**src/rtl/decoder_pkg.sv**
```systemverilog
// ---------------------------------------------------------------------------
// decoder_pkg
// Shared widths, types and the one-hot helper for the 3-to-8 decoder.
//   DEC_IN_W     : width of the binary select index (3)
//   DEC_OUT_W    : width of the one-hot result (8)
//   dec_sel_t    : binary select type
//   dec_onehot_t : one-hot result type
//   onehot3(sel) : returns a vector with only bit 'sel' set
// ---------------------------------------------------------------------------
package decoder_pkg;

    localparam int DEC_IN_W  = 3;
    localparam int DEC_OUT_W = 8;

    typedef logic [DEC_IN_W-1:0]  dec_sel_t;
    typedef logic [DEC_OUT_W-1:0] dec_onehot_t;

    function automatic dec_onehot_t onehot3(input dec_sel_t sel);
        return dec_onehot_t'(1) << sel;
    endfunction

endpackage : decoder_pkg

```
**src/rtl/decoder_3_to_8.sv**
```systemverilog
// ---------------------------------------------------------------------------
// decoder_3_to_8
// Registered 3-to-8 one-hot decoder with an active-low enable. The output
// comes straight from flops so downstream selects see a glitch-free,
// clock-aligned one-hot value.
// Ports:
//   clk   : rising-edge clock
//   rst_n : asynchronous reset, active-low; clears out immediately
//   in    : 3-bit binary select index
//   en    : enable, active-low (0 = decode, 1 = force out to zero)
//   out   : registered one-hot result, one cycle after in/en are sampled
// ---------------------------------------------------------------------------
module decoder_3_to_8
    import decoder_pkg::*;
(
    input  logic                 clk,
    input  logic                 rst_n,
    input  logic [DEC_IN_W-1:0]  in,
    input  logic                 en,
    output logic [DEC_OUT_W-1:0] out
);

    dec_onehot_t out_d;
    dec_onehot_t out_q;

    always_comb begin
        out_d = '0;
        if (!en) begin
            out_d = onehot3(in);
        end
    end

    always_ff @(posedge clk or negedge rst_n) begin
        if (!rst_n) begin
            out_q <= '0;
        end else begin
            out_q <= out_d;
        end
    end

    assign out = out_q;

    // Simulation checks on the registered output.
    a_onehot0 : assert property (@(posedge clk) disable iff (!rst_n)
        $onehot0(out_q));

    a_disabled_zero : assert property (@(posedge clk) disable iff (!rst_n)
        en |=> (out_q == '0));

    a_reset_zero : assert property (@(posedge clk)
        !rst_n |-> (out_q == '0));

endmodule : decoder_3_to_8

```
**config.mk**
```make
export PLATFORM = sky130hd
export DESIGN_NAME = decoder_3_to_8
export DESIGN_NICKNAME = d
export VERILOG_FILES = /design/src/rtl/decoder_pkg.sv /design/src/rtl/decoder_3_to_8.sv
export SDC_FILE = /design/constraint.sdc
export NUM_CORES = 1
export LEC_CHECK = 0
export ABC_AREA = 1
export CAP_MARGIN = 15
export CORE_AREA = 3 3 40 42
export CTS_CLUSTER_DIAMETER = 200
export CTS_CLUSTER_SIZE = 12
export DETAILED_ROUTE_END_ITERATION = 8
export DIE_AREA = 0 0 43 45
export SYNTH_ARGS = -nofsm -noshare
export SYNTH_HDL_FRONTEND = slang
export SYNTH_SLANG_ARGS = --single-unit
```
**constraint.sdc**
```tcl
create_clock -name clk -period 0.8 [get_ports clk]
set_clock_uncertainty 0.15 [all_clocks]
set_input_delay 0.12 -clock clk [delete_from_list [all_inputs] [get_ports clk]]
set_output_delay 0.12 -clock clk [all_outputs]
set_load 0.01 [all_outputs]
```
==> metrics.txt <==
clk slew on worst S/H paths 0.05 ns; vias per inst 3.534; worst-margin pin slew 0.1132 ns; Worst VDD drop 0.4542 mV; Max Clk Rate 995.0 MHz; Largest stage delay, worst path 0.35 ns; yosys synthesis warning count 0; CTS tree done; pre-CTS WS -0.3045 ns; Final Net Count 51; DIE AREA 1935 µm²; Final ANT Viol Nets 0; worst setup margin -0.2050 ns; endpoint class of the critical path output pin; ratio of cells with drive above 1 in the final layout 0.3488; Critical-path top delay cell dfrtp_1; crit path buf inv count 1; global route overflow 0; post-synthesis instance area 272.8 µm²; total iterations of the first detailed-routing run 4; initial core utilization 0.2123; Core Region 1285 µm²; port bufs 13; leak pwr 0.2611 nW; endpoints failing hold 0; Setup CP Type flop to output pin; Sequential Area 200.2 µm²; status complete, but fails checks; CTS sink count 8; Die X-Extent 43 µm; Setup Fix Bufs, Post-CTS 0; Area Overhead vs Synth 56.88%; # diodes 0; DP HPWL 371.6 µm; CTS max path bufs 2; Slew HR 0.9244; worst hold path class input port to flop; H-tree levels 1; CP max FO 1; die height 45 µm; initial antenna violation count 0; number of flip-flops in the largest register 8; vias in the first global route 199; Seq cells post-synth 8; fill cell count 139; root buf cell clkbuf_4; min Tclk post-route 1.005 ns; Max Slew Vio Count 0; Num CTS Buffers 3; first-pass GRT wire length 759 µm; multi-input logic area 57.56 µm²; routability cong. 0.7893; Required @ worst endpoint 0.53 ns; # IOs 14; DR vias 205; unrepaired setup endpoints after global routing true; Power, Total 0.8027 mW; DRC 0; Starting DRT DRC Count 4; PwrDens 1876 nW/µm²; final hold slack 0.02372 ns; sequential share of the synthesized area 0.7339; Synth cell types 6; largest net degree at the start of global routing 9; # rows 13; setup TNS -1.602 ns; MaxCap Viol Count 0; Total GRT Usage 0.05976; Worst Hold Path EP out[5]; failing checks negative setup slack; fin crit share 1.256; CP Data Arrival Time 0.74 ns; Gate Count Post-Synth 26; cell family with most CP delay flip-flops; Syn Nets 32; average size of a mapped cell 10.49 µm²; total wire length 465 µm; hold buffers post-CTS 0; Hold Crit Start in[0]; startpoint types flop; worst hold stages 3; DR WL/cell 8.017 µm; final setup fails 8; cell-by-cell trace of the critical path buf_2
-- how the worst max path moves through the flow --
stage | endpoint | from | slack (ns) | cells past startpoint
2_1_floorplan | out[0] | out[0] | 0.15 | 0
5_1_grt | out[7] | out[7] | -0.25 | 1
6_report | out[0] | out[0] | -0.21 | 1
3_3_place_gp | out[0] | out[0] | -0.30 | 1
4_1_cts | out[0] | out[0] | -0.22 | 1
3_5_place_dp | out[0] | out[0] | -0.30 | 1
-- metrics by stage --
stage | cell area (µm²) | utilization | instances
finish | 427.9 | 0.3330 | 58
global route | 427.9 | 0.3330 | 58
CTS | 422.9 | 0.3291 | 58
detailed placement | 441.7 | 0.3437 | 55
global placement | 441.7 | 0.3437 | 55
floorplan | 272.8 | - | 26
-- cells in the final DEF (no fill, tap or decap) --
cell / instances
buf_2: 8
clkbuf_4: 3
nand2_2: 2
nand2_1: 4
clkdlybuf4s50_1: 2
nor2_1: 8
inv_2: 1
dlymetal6s2s_1: 2
buf_12: 1
dlygate4sd2_1: 1
inv_1: 3
dfrtp_1: 8
-- layout make-up --
cell class / count / share of cell area
Inverter: 4 / 0.03509
Clock buffer: 3 / 0.05263
Multi-Input combinational cell: 14 / 0.1345
Tap cell: 15 / 0.04386
Sequential cell: 8 / 0.4678
Timing Repair Buffer: 14 / 0.2661
-- report_power, final --
group	internal, mW	switching, mW
registers	0.415	0.00187
logic	0.0428	0.0418
clock network	0.171	0.130
total	0.629	0.174
-- cell families after synthesis --
group | share of synthesized area
and+or+nand+nor | 0.2110
buffers and inverters | 0.05503
DFF | 0.7339
-- cell usage after synthesis --
cell type	n	area share
nand2_2	2	0.046
dfrtp_1	8	0.73
inv_1	3	0.041
inv_2	1	0.014
nand2_1	4	0.055
nor2_1	8	0.11
-- per-layer routing --
metal	routed length, µm	global-route usage	part of all wire	vias to the layer above
met4	15	0.09036	0.032	0
met1	207	0.05721	0.45	81
li1	-	-	-	108
met3	47	0.02789	0.10	2
met5	0	0	0	-
met2	194	0.07784	0.42	14
-- timing repair --
item	CTS	global route
endpoints found under the setup margin	12	13
pin swaps	0	1
resized for setup	33	2
hold endpoints to repair	0	0
Power figures use the tool's default switching activity.
